<file path="config.mk">
export PLATFORM = sky130hd
export DESIGN_NAME = hazard_tracker
export DESIGN_NICKNAME = d
export VERILOG_FILES = /design/src/rtl/hazard_pkg.sv /design/src/rtl/hazard_object.sv /design/src/rtl/hazard_tracker.sv
export SDC_FILE = /design/constraint.sdc
export NUM_CORES = 1
export LEC_CHECK = 0
export ABC_AREA = 0
export BUFFER_PORTS_ARGS = -buffer_cell sky130_fd_sc_hd__buf_4
export CAP_MARGIN = 20
export CORE_MARGIN = 2
export CORE_UTILIZATION = 30
export CTS_CLUSTER_DIAMETER = 100
export CTS_CLUSTER_SIZE = 12
export DETAILED_ROUTE_END_ITERATION = 12
export PLACE_DENSITY = 0.51
export SETUP_SLACK_MARGIN = 0.02
export SLEW_MARGIN = 25
export SYNTH_ARGS = -nofsm -noshare
export SYNTH_HDL_FRONTEND = slang
export SYNTH_HIERARCHICAL = 1
export SYNTH_SLANG_ARGS = --single-unit
</file>
<file path="constraint.sdc">
create_clock -name i_v_sync -period 7.6 [get_ports i_v_sync]
set_input_delay 2.28 -clock i_v_sync [delete_from_list [all_inputs] [get_ports i_v_sync]]
set_output_delay 2.28 -clock i_v_sync [all_outputs]
set_load 0.02 [all_outputs]
</file>
<file path="src/rtl/hazard_pkg.sv">
// Shared lane codes, object state encoding and row width for the hazard tracker.
package hazard_pkg;

    localparam int unsigned Y_W = 10;

    localparam logic [1:0] RELEASE_NULL = 2'b00;
    localparam logic [1:0] ON_LEFT      = 2'b01;
    localparam logic [1:0] ON_MID       = 2'b10;
    localparam logic [1:0] ON_RIGHT     = 2'b11;

    typedef enum logic {
        OBJ_IDLE,
        OBJ_FALLING
    } obj_state_t;

endpackage

</file>
<file path="src/rtl/hazard_object.sv">
// One falling sprite: release edge detect, IDLE/FALLING state, row counter
// and the player hit-window compare against the registered row.
module hazard_object
    import hazard_pkg::*;
#(
    parameter int unsigned SPAWN_Y  = 0,
    parameter int unsigned SPEED    = 2,
    parameter int unsigned HIT_Y    = 400,
    parameter int unsigned HIT_H    = 16,
    parameter int unsigned BOTTOM_Y = 479
) (
    input  logic           clk,
    input  logic           rst,
    input  logic           en,
    input  logic [1:0]     rel_lane,
    input  logic [1:0]     player_lane,
    input  logic           consume,
    input  logic           kill,
    output logic           active,
    output logic [1:0]     lane,
    output logic [Y_W-1:0] y,
    output logic           in_window_c
);

    localparam int unsigned YW1 = Y_W + 1;

    obj_state_t     state;
    logic [1:0]     prev_rel;
    logic           spawn_c;
    logic           exit_c;
    logic [YW1-1:0] y_sum_c;

    // A new non-null lane code (relative to the last sampled one) releases the object.
    assign spawn_c = (rel_lane != prev_rel) && (rel_lane != RELEASE_NULL);

    // Next row computed one bit wider so the bottom test never wraps.
    assign y_sum_c = {1'b0, y} + YW1'(SPEED);
    assign exit_c  = y_sum_c > YW1'(BOTTOM_Y);

    assign active = (state == OBJ_FALLING);

    // Player overlap: visible, inside the hit rows, and in the player's (non-null) lane.
    assign in_window_c = active
                      && ({1'b0, y} >= YW1'(HIT_Y))
                      && ({1'b0, y} <  YW1'(HIT_Y + HIT_H))
                      && (lane == player_lane)
                      && (player_lane != RELEASE_NULL);

    // Object FSM and row counter; kill beats spawn, spawn beats hit/exit.
    always_ff @(posedge clk) begin
        if (rst) begin
            state    <= OBJ_IDLE;
            lane     <= RELEASE_NULL;
            y        <= Y_W'(SPAWN_Y);
            prev_rel <= RELEASE_NULL;
        end else if (en) begin
            prev_rel <= rel_lane;
            if (kill) begin
                state <= OBJ_IDLE;
            end else if (spawn_c) begin
                state <= OBJ_FALLING;
                lane  <= rel_lane;
                y     <= Y_W'(SPAWN_Y);
            end else if (state == OBJ_FALLING) begin
                if (consume || exit_c) begin
                    state <= OBJ_IDLE;
                end else begin
                    y <= y_sum_c[Y_W-1:0];
                end
            end
        end
    end

endmodule

</file>
<file path="src/rtl/hazard_tracker.sv">
// Coin/barrier sprite tracker: spawns on lane releases, scrolls once per frame,
// scores coin catches, charges lives on unjumped barrier hits, and flags game over.
module hazard_tracker
    import hazard_pkg::*;
#(
    parameter int unsigned SPAWN_Y     = 0,
    parameter int unsigned SPEED       = 2,
    parameter int unsigned HIT_Y       = 400,
    parameter int unsigned HIT_H       = 16,
    parameter int unsigned BOTTOM_Y    = 479,
    parameter int unsigned START_LIVES = 3
) (
    input  logic           i_v_sync,
    input  logic           i_rst,
    input  logic           GAME_SWITCH,
    input  logic [1:0]     RELEASE_COIN,
    input  logic [1:0]     RELEASE_BARRIER,
    input  logic [1:0]     PLAYER_LANE,
    input  logic           PLAYER_JUMP,
    output logic           COIN_ACTIVE,
    output logic [1:0]     COIN_LANE,
    output logic [Y_W-1:0] COIN_Y,
    output logic           BARRIER_ACTIVE,
    output logic [1:0]     BARRIER_LANE,
    output logic [Y_W-1:0] BARRIER_Y,
    output logic [7:0]     COIN_COUNT,
    output logic [1:0]     LIVES,
    output logic           ZERO_LIVES
);

    logic coin_win_c;
    logic bar_win_c;
    logic coin_hit_c;
    logic bar_hit_c;
    logic last_life_c;
    logic kill_c;

    // Barriers only connect while the player is on the ground.
    assign coin_hit_c = coin_win_c;
    assign bar_hit_c  = bar_win_c && !PLAYER_JUMP;

    assign ZERO_LIVES = (LIVES == 2'd0);

    // Clear both sprites on the same edge that the last life is lost, and keep them clear after.
    assign last_life_c = bar_hit_c && (LIVES == 2'd1);
    assign kill_c      = ZERO_LIVES || last_life_c;

    hazard_object #(
        .SPAWN_Y  (SPAWN_Y),
        .SPEED    (SPEED),
        .HIT_Y    (HIT_Y),
        .HIT_H    (HIT_H),
        .BOTTOM_Y (BOTTOM_Y)
    ) u_coin (
        .clk         (i_v_sync),
        .rst         (i_rst),
        .en          (GAME_SWITCH),
        .rel_lane    (RELEASE_COIN),
        .player_lane (PLAYER_LANE),
        .consume     (coin_hit_c),
        .kill        (kill_c),
        .active      (COIN_ACTIVE),
        .lane        (COIN_LANE),
        .y           (COIN_Y),
        .in_window_c (coin_win_c)
    );

    hazard_object #(
        .SPAWN_Y  (SPAWN_Y),
        .SPEED    (SPEED),
        .HIT_Y    (HIT_Y),
        .HIT_H    (HIT_H),
        .BOTTOM_Y (BOTTOM_Y)
    ) u_barrier (
        .clk         (i_v_sync),
        .rst         (i_rst),
        .en          (GAME_SWITCH),
        .rel_lane    (RELEASE_BARRIER),
        .player_lane (PLAYER_LANE),
        .consume     (bar_hit_c),
        .kill        (kill_c),
        .active      (BARRIER_ACTIVE),
        .lane        (BARRIER_LANE),
        .y           (BARRIER_Y),
        .in_window_c (bar_win_c)
    );

    // Score and lives; both freeze on pause and once the game is over.
    always_ff @(posedge i_v_sync) begin
        if (i_rst) begin
            COIN_COUNT <= 8'd0;
            LIVES      <= 2'(START_LIVES);
        end else if (GAME_SWITCH && !ZERO_LIVES) begin
            if (coin_hit_c && (COIN_COUNT != 8'hFF)) begin
                COIN_COUNT <= COIN_COUNT + 8'd1;
            end
            if (bar_hit_c) begin
                LIVES <= LIVES - 2'd1;
            end
        end
    end

endmodule

</file>
== After elaboration in Yosys (flattened, before gate mapping) ==
Cells that the tools add are included.
Operators by class
  reduce and logical (&&, ||, !) cells: 31
  eq/ne operators: 8
  multiplexer cells: 14
  order comparisons: 6
  bitwise gates (word level): 1
  add/sub/neg operators: 4
Operator list (count)
  $mux W10: 6
  $add A10 B2 Y11 const B: 2
  $gt A11 B9 Y1 const B: 2
  $ge A10 B9 Y1 const B: 2
  $lt A10 B9 Y1 const B: 2
  $logic_and A1 B1 Y1: 14
  $reduce_bool A2 Y1: 5
  $add A8 B1 Y8 const B: 1
  $mux W1: 8
  $ne A8 B8 Y1 const B: 1
  $reduce_and A4 Y1: 2
  $reduce_and A3 Y1: 2
  $eq A2 B2 Y1: 2
  $ne A2 B1 Y1 const B: 2
  $ne A2 B2 Y1: 2
  $reduce_and A2 Y1: 2
  $logic_or A1 B1 Y1: 3
  $eq A2 B1 Y1 const B: 1
  $logic_not A1 Y1: 2
  $logic_not A2 Y1: 1
  $sub A2 B1 Y2 const B: 1
  $not A1 Y1: 1
Storage, ports and cells
  output and inout port bits: 37
  input bits: 10
  register bits after elaboration: 40
  word-level logic and storage cells: 74

== Longest topological paths before layout ==
Gate-level depths: netlist (run 1).
  depth after elaboration: 11
  mapped depth: 11
  mapped depth without buffers: 10

== Modules after synthesis ==
Netlist (run 1), hierarchy kept.
By module, submodules not included
  hazard_object: times used 2, area each 992.2 µm², seq. area each 280.3 µm², cells each 114
  hazard_tracker: times used 1, area each 606.8 µm², seq. area each 200.2 µm², cells each 64

== Least setup slack after synthesis (run 1) ==
No wires, ideal clock.
  path type: in2reg
  start: input port PLAYER_LANE[0]
  end: register u_barrier.y[3]
  stages on the path: 10
  data required time: 7513 ps
  path slack: 3228 ps
  library setup time: 87 ps
  data arrival time: 4285 ps
  buffers on the path: 0
  path through: nor4bb_1 -> a31oi_1 -> nor4b_1 -> nor2b_1 -> a21o_1 -> nand3b_1 -> a21oi_1 -> nor3_2 -> or2b_1 -> o31ai_1
Between the ends
  word-level cells in the longest chain between the ends: 8
  elaborated cells between the ends (all ways): 11
  those cells by class: 2 x eq/ne; 1 x bitwise; 8 x reduce/logical
Ends and longest elaborated chain
  start, declared: RTL line hazard_tracker.sv:18  | input logic [1:0] PLAYER_LANE,
  $eq A2 B2 Y1: RTL line hazard_object.sv:46  | && (lane == player_lane)
  $logic_and A1 B1 Y1: RTL line hazard_object.sv:46
  $logic_and A1 B1 Y1 *: RTL line hazard_object.sv:47  | && (player_lane != RELEASE_NULL);
  named net bar_win_c: RTL line hazard_tracker.sv:32  | logic bar_win_c;
  $logic_and A1 B1 Y1 *: RTL line hazard_tracker.sv:40  | assign bar_hit_c = bar_win_c && !PLAYER_JUMP;
  named net bar_hit_c: RTL line hazard_tracker.sv:34  | logic bar_hit_c;
  $logic_and A1 B1 Y1 *: RTL line hazard_tracker.sv:45  | assign last_life_c = bar_hit_c && (LIVES == 2'd1);
  $logic_or A1 B1 Y1 *: RTL line hazard_tracker.sv:46  | assign kill_c = ZERO_LIVES || last_life_c;
  named net kill_c: RTL line hazard_tracker.sv:36  | logic kill_c;
  $not A1 Y1 (no source line) *
  $reduce_and A4 Y1 (no source line) *
  end signal, assigned: RTL line hazard_object.sv:54  | y <= Y_W'(SPAWN_Y);
  end signal, assigned: RTL line hazard_object.sv:63  | y <= Y_W'(SPAWN_Y);
  end signal, assigned: RTL line hazard_object.sv:68  | y <= y_sum_c[Y_W-1:0];
  end, declared: RTL line hazard_object.sv:21  | output logic [Y_W-1:0] y,
The timed path passes the listed nets; every way through them passes the cells marked *.
A chain may end at the register's enable or synchronous reset.

== Worst setup path after layout (run 1) ==
  start: input port PLAYER_LANE[1]
  end: register u_barrier.y[3]
Same word-level chain as after synthesis.

==> results.sh, run 1 <==
export IMPL_status="finished clean"
export IMPL_grt_pass1_wl_um=11000
export IMPL_hold_path_depth=1
export IMPL_dp_hpwl_um=4930
export IMPL_hold_class="reg2reg"
export IMPL_yosys_warnings=6
export IMPL_synth_most_common_cell="dfxtp_1"
export IMPL_fin_crit_sh_pct=59.2
export IMPL_clock_path_buffers=2
export IMPL_required_ps=7810
export IMPL_max_stage_delay_ps=460
export IMPL_clk_pin_slew_worst_paths_ps=80
export IMPL_postCtsSetupBuffers=0
export IMPL_ys_types=58
export IMPL_finalWorstSetupSlack_ps=3100
export IMPL_synth_nets=309
export IMPL_peakVddDrop_uv=62.1
export IMPL_num_vias=2317
export IMPL_drtPass1Iterations=4
export IMPL_pre_cts_slack_ps=2780
export IMPL_rsz0062_at_grt="false"
export IMPL_period_needed_ps=4500
export IMPL_clock_sinks=38
export IMPL_dieArea_um2=9400
export IMPL_critPathArrivalTime_ps=4710
export IMPL_p_leak_uw=0.00112
export IMPL_place_congestion=0.792
export IMPL_endpoint_kind="flip-flop"
export IMPL_tns_ps=0
export IMPL_yosys_top_cells_count="38 x dfxtp_1, 20 x nand2_1, 16 x nor2_1, 15 x inv_1, 14 x nand4_1"
export IMPL_cts_tree="yes"
export IMPL_grt_pass1_vias=2185
export IMPL_drt_iter0_drc=104
export IMPL_crit_path_max_fanout=8
export IMPL_drv_cap=0
export IMPL_synth_flop_cell="dfxtp_1"
export IMPL_synth_seq_cells=38
export IMPL_rows=33
export IMPL_rr_worst_depth=10
export IMPL_drive_gt1_share_pct=24.2
export IMPL_netlist_instances=292
export IMPL_r2r_end="u_barrier/y[3]"
export IMPL_power_density_nw_per_um2=139
export IMPL_synth_area_leaders="dfxtp_1 29%, mux2i_1 4.2%, ha_1 3.4%"
export IMPL_numCtsBuffers=5
export IMPL_syn_to_final_growth_pct=17.7
export IMPL_final_nets=346
export IMPL_antenna_found_initial=0
export IMPL_htree_levels=2
export IMPL_pin_count=47
export IMPL_path_class="in2reg"
export IMPL_clock_skew_ps=10.6
export IMPL_avgRoutedWirePerCell_um=15.0
export IMPL_final_cells=435
export IMPL_syn_area_per_cell_um2=8.87
export IMPL_hp_start="LIVES[1]"
export IMPL_place_inst=427
export IMPL_holdPathEnd="LIVES[1]"
export IMPL_worstPathCellList="buf_4 -> nor4bb_1 -> a31oi_1 -> nor4b_1 -> nor2b_1 -> a21o_1 -> nand3b_1 -> a21oi_1 -> nor3_2 -> or2b_1 -> o31ai_1"
export IMPL_vias_per_cell=5.33
export IMPL_grt_ovfl_total=0
export IMPL_port_buffers=44
export IMPL_n_antenna_cell=0
export IMPL_hold_viol=0
export IMPL_synth_area_leader_cell="dfxtp_1"
export IMPL_slew_limit_headroom_pct=32.5
export IMPL_final_setup_viol_count=0
export IMPL_fp_dieH_um=96.9
export IMPL_gr_usage_all_layers_pct=13.9
export IMPL_cts_resized=0
export IMPL_ctsHoldBuffers=0
export IMPL_ys_seq_area_share_pct=29.4
export IMPL_crit_path_start_kind="input port"
export IMPL_maxSlewViolCount=0
export IMPL_insertion_delay_ps=290
export IMPL_antenna_left=0
export IMPL_clock_fmax_mhz=222
export IMPL_drt_total_wl_um=6540
export IMPL_worstMarginPinSlew_ps=1010
export IMPL_clock_tree_root_cell="clkbuf_8"
export IMPL_start_util_pct=31.2
export IMPL_reg2reg_from="u_barrier/lane[0]"
export IMPL_r2r_slack_ps=4840
export IMPL_die_w_um=96.9
export IMPL_grt_start_max_net_pins=29
export IMPL_async_flop_share_pct=0
export IMPL_synthesis_area_um2=2590
export IMPL_synth_edf_count=0
export IMPL_synth_top_cell_area_share_pct=29.4
export IMPL_core_area_um2=8300
export IMPL_slowest_stage="nor3_2"
export IMPL_route_detailed_drc=0
## flip-flops by register name, summed over array words and instances, names as in the netlist
signal / flops
u_coin/active: 1
LIVES: 2
u_barrier/y: 9
u_barrier/lane: 2
u_coin/lane: 2
u_barrier/prev_rel: 2
u_coin/prev_rel: 2
u_coin/y: 9
u_barrier/active: 1
COIN_COUNT: 8
## critical path, delay by kind of cell
family	cells	cell delay, ps
buffers and inverters	1	130
AOI/OAI and AO/OA	4	560
and+or+nand+nor	6	1730
## area by class of cell
type                    instances  area, um2
clock inverters                 2       37.5
inverters                      15       56.3
fillers                       878       5250
clock buffers                   6       72.6
repair buffers                 44        330
multi-input cells             225       1660
flip-flops and latches         38        761
well taps                     105        131
## worst max path at each step
stage | startpoint | endpoint
2_1_floorplan | PLAYER_LANE[0] | u_barrier/y[3]
3_3_place_gp | PLAYER_LANE[1] | u_barrier/y[3]
3_5_place_dp | PLAYER_LANE[1] | u_barrier/y[3]
4_1_cts | PLAYER_LANE[1] | u_barrier/y[3]
5_1_grt | PLAYER_LANE[1] | u_coin/y[3]
6_report | PLAYER_LANE[1] | u_barrier/y[3]
## layout by cell type, fill, tap and decap left out, types with 5 or more instances in the layout
master | netlist | layout
buf_4 | 8 | 44
dfxtp_1 | 38 | 38
nand2_1 | 20 | 20
nor2_1 | 16 | 16
inv_1 | 15 | 15
nand4_1 | 14 | 14
nand2b_1 | 13 | 13
a21oi_1 | 12 | 12
mux2i_1 | 11 | 11
o21ai_0 | 8 | 8
nand3b_1 | 7 | 7
ha_1 | 7 | 7
a211oi_1 | 6 | 6
a31oi_1 | 6 | 6
o211ai_1 | 6 | 6
and2_1 | 6 | 6
nor3_1 | 5 | 5
nand3_1 | 5 | 5
clkbuf_8 | 0 | 5
## through the flow
step | hold WS [ps] | util [%] | cell area, um2 | power [uW]
after CTS | 514 | 36.7 | 3050 | 434
after global placement | 486 | 35.4 | 2940 | 258
after floorplan | 507 | - | 2590 | 242
final | 501 | 36.7 | 3050 | 425
after detailed placement | 492 | 35.4 | 2940 | 259
after global routing | 557 | 36.7 | 3050 | 447
## logic make-up after synthesis
logic type                 Yosys count  share of synthesized area [%]
and+or+nand+nor                    128                           32.7
muxes                               14                           5.55
buffers and inverters               29                           6.57
AOI/OAI and AO/OA                   71                           21.1
DFF                                 38                           29.4
other                                2                          0.290
adders and majority gates            7                           3.38
xor gates and xnor gates             3                           1.01
## layer usage
metal	share of wire, %	GRT usage [%]
met2	45	21.5
met1	49	19.3
met3	3.8	3.18
met4	1.9	4.23
met5	0	0
## power breakdown
group	leakage [uW]	internal (uW)	switching, uW
registers	0.000308	203	5.60
logic	0.000756	18.4	27.1
clock network	0.0000514	98.0	73.0
total	0.00112	319	106
No activity file was read; power rests on OpenSTA's default activity.
==> inputs of run 2 (changes only) <==
==> constraint.sdc (replaced) <==
create_clock -name i_v_sync -period 4.5 [get_ports i_v_sync]
set_input_delay 1.35 -clock i_v_sync [delete_from_list [all_inputs] [get_ports i_v_sync]]
set_output_delay 1.35 -clock i_v_sync [all_outputs]
set_load 0.02 [all_outputs]
==> results.sh, run 2 (same netlist as run 1, synthesis figures left out) <==
export IMPL_slowest_stage="nor3_2"
export IMPL_startpoint="PLAYER_LANE[1]"
export IMPL_endpoint="u_barrier/y[3]"
export IMPL_port_buffers=44
export IMPL_gr_usage_all_layers_pct=13.8
export IMPL_clockPowerShare_pct=36.9
export IMPL_max_stage_delay_ps=470
export IMPL_path_class="in2reg"
export IMPL_dieArea_um2=9400
export IMPL_required_ps=4710
export IMPL_grt_pass1_wl_um=10800
export IMPL_antenna_found_initial=0
export IMPL_start_util_pct=31.2
export IMPL_drv_cap=0
export IMPL_slew_limit_headroom_pct=39.3
export IMPL_met3_usage_pct=2.75
export IMPL_fin_crit_sh_pct=80.8
export IMPL_worst_path_buf_inv=1
export IMPL_crit_path_max_fanout=8
export IMPL_power_switching_share_pct=26.8
export IMPL_cts_resized=0
export IMPL_syn_to_final_growth_pct=17.1
export IMPL_clock_fmax_mhz=275
export IMPL_n_antenna_cell=0
export IMPL_status="finished clean"
export IMPL_p_switching_uw=182
export IMPL_final_common_cell="buf_4"
export IMPL_clock_skew_ps=11.9
export IMPL_period_needed_ps=3630
export IMPL_final_setup_viol_count=0
export IMPL_vias_per_cell=5.48
export IMPL_p_comb_share_pct=11.3
export IMPL_ctsHoldBuffers=0
export IMPL_num_vias=2384
export IMPL_fin_util_pct=36.6
export IMPL_worstMarginPinSlew_ps=911
export IMPL_hold_viol=0
export IMPL_hold_path_depth=1
export IMPL_cp_depth=11
export IMPL_grt_start_max_net_pins=29
export IMPL_stdcell_area_um2=3030
export IMPL_postCtsSetupBuffers=0
export IMPL_antenna_left=0
export IMPL_dp_hpwl_um=4910
export IMPL_route_detailed_drc=0
export IMPL_rr_worst_depth=10
export IMPL_endpoint_kind="flip-flop"
export IMPL_tns_ps=0
export IMPL_top_regs="u_barrier/y: 9 flops, u_coin/y: 9 flops, COIN_COUNT: 8 flops"
export IMPL_cts_tree="yes"
export IMPL_worstPathCellList="buf_4 -> nor4bb_1 -> a31oi_1 -> nor4b_1 -> nor2b_1 -> a21o_1 -> nand3b_1 -> a21oi_1 -> nor3_2 -> or2b_1 -> o31ai_1"
export IMPL_use_met2_pct=21.8
export IMPL_power_frac_seq_pct=51.8
export IMPL_top_usage_layer="met2"
export IMPL_avgRoutedWirePerCell_um=15.0
export IMPL_crit_path_start_kind="input port"
export IMPL_r2r_end="u_barrier/y[3]"
export IMPL_final_nets=346
export IMPL_maxSlewViolCount=0
export IMPL_grt_ovfl_total=0
export IMPL_clk_pin_slew_worst_paths_ps=80
export IMPL_rsz0062_at_grt="false"
export IMPL_power_density_nw_per_um2=224
export IMPL_drt_iter0_drc=89
export IMPL_die_w_um=96.9
export IMPL_grt_pass1_vias=2156
export IMPL_p_int_uw=497
export IMPL_reg2reg_from="u_barrier/lane[0]"
export IMPL_htree_levels=2
export IMPL_clock_path_buffers=2
export IMPL_drtPass1Iterations=4
export IMPL_mostFrequentLayoutCells="44 x buf_4, 38 x dfxtp_1, 20 x nand2_1"
export IMPL_peakVddDrop_uv=88.2
export IMPL_fp_dieH_um=96.9
export IMPL_use_met1_pct=19.3
export IMPL_p_leak_uw=0.00111
export IMPL_rows=33
export IMPL_clock_tree_root_cell="clkbuf_8"
export IMPL_finalPower_uw=680
export IMPL_numCtsBuffers=5
export IMPL_dpl_instance_area_um2=2940
export IMPL_insertion_delay_ps=300
export IMPL_drive_gt1_share_pct=24.5
export IMPL_hold_class="reg2reg"
export IMPL_clock_sinks=38
export IMPL_drt_total_wl_um=6540
export IMPL_core_area_um2=8300
export IMPL_place_congestion=0.775
export IMPL_pin_count=47
export IMPL_critPathTopFamily="simple AND/OR/NAND/NOR gates"
export IMPL_critPathArrivalTime_ps=3840
export IMPL_r2r_slack_ps=1650
run 2: stage by stage:
stage / std cells / setup slack, ps / hold WS [ps]
after global routing: 435 / 575 / 535
final: 435 / 866 / 502
after detailed placement: 427 / 596 / 492
after floorplan: 292 / 1060 / 507
after CTS: 435 / 889 / 513
after global placement: 427 / 738 / 488
run 2: layout make-up:
cell class              instances  area (um2)
well taps                     105         131
multi-input cells             225        1660
clock buffers                   6        82.6
clock inverters                 2        12.5
flip-flops and latches         38         761
fillers                       860        5270
inverters                      15        56.3
repair buffers                 44         330
run 2: worst min path at each step:
stage,from,end,slack [ps]
global route,LIVES[1],LIVES[1],540
detailed placement,LIVES[1],LIVES[1],490
floorplan,u_barrier/prev_rel[0],u_barrier/prev_rel[0],510
CTS,LIVES[1],LIVES[1],510
global placement,LIVES[1],LIVES[1],490
finish,LIVES[1],LIVES[1],500
run 2: worst register-to-register path, stage by stage (launching register included):
cell and delay, ps:
dfxtp_1 420, nor4bb_1 230, a31oi_1 80, nor4b_1 390, nor2b_1 250, a21o_1 240
nand3b_1 130, a21oi_1 80, nor3_2 470, or2b_1 280, o31ai_1 200
run 2: per-layer routing:
metal,vias to the layer above,share of wire [%],wire length (um)
li1,1183,-,-
met3,8,4.8,312
met2,59,47,3060
met5,-,0,0
met1,1134,47,3090
met4,0,1.1,75
run 2: power groups by stage:
stage	logic, uW	registers [uW]	clock network, uW
final	77.0	352	251
after global placement	76.5	360	0
after detailed placement	77.1	360	0
after floorplan	45.7	362	0
after CTS	77.5	352	263
after global routing	84.0	353	278
==> inputs of run 3 (changes only) <==
--- a/config.mk
+++ b/config.mk
@@ -13,7 +13,7 @@
 export CTS_CLUSTER_DIAMETER = 100
 export CTS_CLUSTER_SIZE = 12
 export DETAILED_ROUTE_END_ITERATION = 12
-export PLACE_DENSITY = 0.51
+export PLACE_DENSITY = 0.53
 export SETUP_SLACK_MARGIN = 0.02
 export SLEW_MARGIN = 25
 export SYNTH_ARGS = -nofsm -noshare
==> constraint.sdc (replaced) <==
create_clock -name i_v_sync -period 3.1 [get_ports i_v_sync]
set_input_delay 0.93 -clock i_v_sync [delete_from_list [all_inputs] [get_ports i_v_sync]]
set_output_delay 0.93 -clock i_v_sync [all_outputs]
set_load 0.02 [all_outputs]
==> results.sh, run 3 (same netlist as run 1, synthesis figures left out) <==
export IMPL_hold_viol=0
export IMPL_grt_start_max_net_pins=29
export IMPL_clock_path_buffers=2
export IMPL_status="finished clean"
export IMPL_antenna_found_initial=0
export IMPL_use_met2_pct=22.4
export IMPL_p_switching_uw=251
export IMPL_r2r_end="u_coin/y[8]"
export IMPL_required_ps=3260
export IMPL_vias_per_cell=5.31
export IMPL_crit_path_start_kind="input port"
export IMPL_maxSlewViolCount=0
export IMPL_die_w_um=96.9
export IMPL_crit_path_max_fanout=5
export IMPL_cts_tree="yes"
export IMPL_clk_pin_slew_worst_paths_ps=70
export IMPL_start_util_pct=31.2
export IMPL_avgRoutedWirePerCell_um=14.5
export IMPL_tns_ps=0
export IMPL_dieArea_um2=9400
export IMPL_dp_hpwl_um=5120
export IMPL_mostFrequentLayoutCells="72 x buf_4, 38 x dfxtp_1, 20 x nand2_1"
export IMPL_clock_skew_ps=6.67
export IMPL_r2r_slack_ps=430
export IMPL_gr_usage_all_layers_pct=14.1
export IMPL_rr_worst_depth=11
export IMPL_syn_to_final_growth_pct=26.3
export IMPL_period_needed_ps=3030
export IMPL_final_nets=374
export IMPL_drv_cap=0
export IMPL_hold_path_depth=2
export IMPL_place_inst=451
export IMPL_grt_ovfl_total=0
export IMPL_port_buffers=44
export IMPL_holdPathEnd="u_coin/y[5]"
export IMPL_clock_fmax_mhz=330
export IMPL_clock_tree_root_cell="clkbuf_8"
export IMPL_antenna_left=0
export IMPL_p_comb_share_pct=13.6
export IMPL_place_congestion=0.838
export IMPL_insertion_delay_ps=290
export IMPL_route_detailed_drc=0
export IMPL_top_regs="u_barrier/y: 9 flops, u_coin/y: 9 flops, COIN_COUNT: 8 flops"
export IMPL_met3_usage_pct=2.75
export IMPL_numCtsBuffers=5
export IMPL_peakVddDrop_uv=120
export IMPL_drt_iter0_drc=70
export IMPL_fp_dieH_um=96.9
export IMPL_fin_crit_sh_pct=97.8
export IMPL_endpoint_kind="flip-flop"
export IMPL_hold_class="reg2reg"
export IMPL_power_switching_share_pct=26.0
export IMPL_clock_sinks=38
export IMPL_grt_pass1_wl_um=11100
export IMPL_critPathArrivalTime_ps=3190
export IMPL_power_density_nw_per_um2=294
export IMPL_pin_count=47
export IMPL_worstMarginPinSlew_ps=562
export IMPL_path_class="in2reg"
export IMPL_clockPowerShare_pct=33.4
export IMPL_htree_levels=2
export IMPL_n_antenna_cell=0
export IMPL_final_cells=462
export IMPL_power_frac_seq_pct=53.0
export IMPL_final_common_cell="buf_4"
export IMPL_rows=33
export IMPL_final_setup_viol_count=0
export IMPL_reg2reg_from="u_barrier/lane[0]"
export IMPL_p_int_uw=713
export IMPL_grt_pass1_vias=2222
export IMPL_drt_total_wl_um=6710
export IMPL_core_area_um2=8300
export IMPL_top_usage_layer="met2"
export IMPL_drtPass1Iterations=4
export IMPL_startpoint="PLAYER_LANE[0]"
export IMPL_p_leak_uw=0.00125
export IMPL_use_met1_pct=19.4
export IMPL_num_vias=2452
export IMPL_slew_limit_headroom_pct=62.5
export IMPL_rsz0062_at_grt="true"
export IMPL_drive_gt1_share_pct=31.4
export IMPL_hp_start="u_coin/y[5]"
[run 3: worst max-delay path by stage]
stage                           endpoint  cells past startpoint  slack (ps)
final                        u_coin/y[8]                     12          70
after global routing         u_coin/y[8]                     12         0.9
after CTS                 u_barrier/y[3]                     11          40
after detailed placement     u_coin/y[8]                     13        -260
after global placement    u_barrier/y[3]                     11        -170
after floorplan           u_barrier/y[3]                     10          80
[run 3: power groups by stage]
stage / Combinational, uW / Clock, uW / Sequential [uW]
final: 131 / 322 / 511
after global routing: 145 / 349 / 512
after CTS: 129 / 335 / 511
after detailed placement: 128 / 0 / 522
after global placement: 127 / 0 / 522
after floorplan: 66.4 / 0 / 526
[run 3: worst max-delay path, cell delays in order]
cell       delay, ps
buf_4            120
nor4bb_2         160
a31oi_1          290
nor4b_2           90
nor2b_2          160
a21o_1           180
buf_4            140
nand4bb_1        170
or4_4            450
and2_4           180
o21ai_4          190
o221ai_1         140
[run 3: layout make-up]
cell class                 instances  area, um2
inverter                          15       56.3
multi-input combinational        225       1710
tap                              105        131
timing repair buffer              72        541
clock buffer                       7       76.3
fill                             839       5030
sequential                        38        761
[run 3: repair_timing]
action	in CTS	in global routing
setup buffers	0	4
hold buffers	0	0
pin swaps	0	10
resized for setup	1	7
setup endpoints to repair	1	22
[run 3: through the flow]
stage / util [%] / power (uW) / worst slack [ps] / hold slack, ps / cell area [um2]
6_report: 39.4 / 963 / 68.9 / 487 / 3270
3_3_place_gp: 37.6 / 650 / -174 / 474 / 3120
4_1_cts: 38.6 / 975 / 40.1 / 486 / 3200
5_1_grt: 39.4 / 1010 / 0.864 / 509 / 3270
3_5_place_dp: 37.6 / 651 / -261 / 475 / 3120
2_1_floorplan: - / 592 / 78.0 / 507 / 2590
[run 3: metal layers]
metal	up-vias	wire [um]
li1	1232	-
met1	1166	3290
met2	45	3100
met3	9	212
met4	0	108
met5	-	0
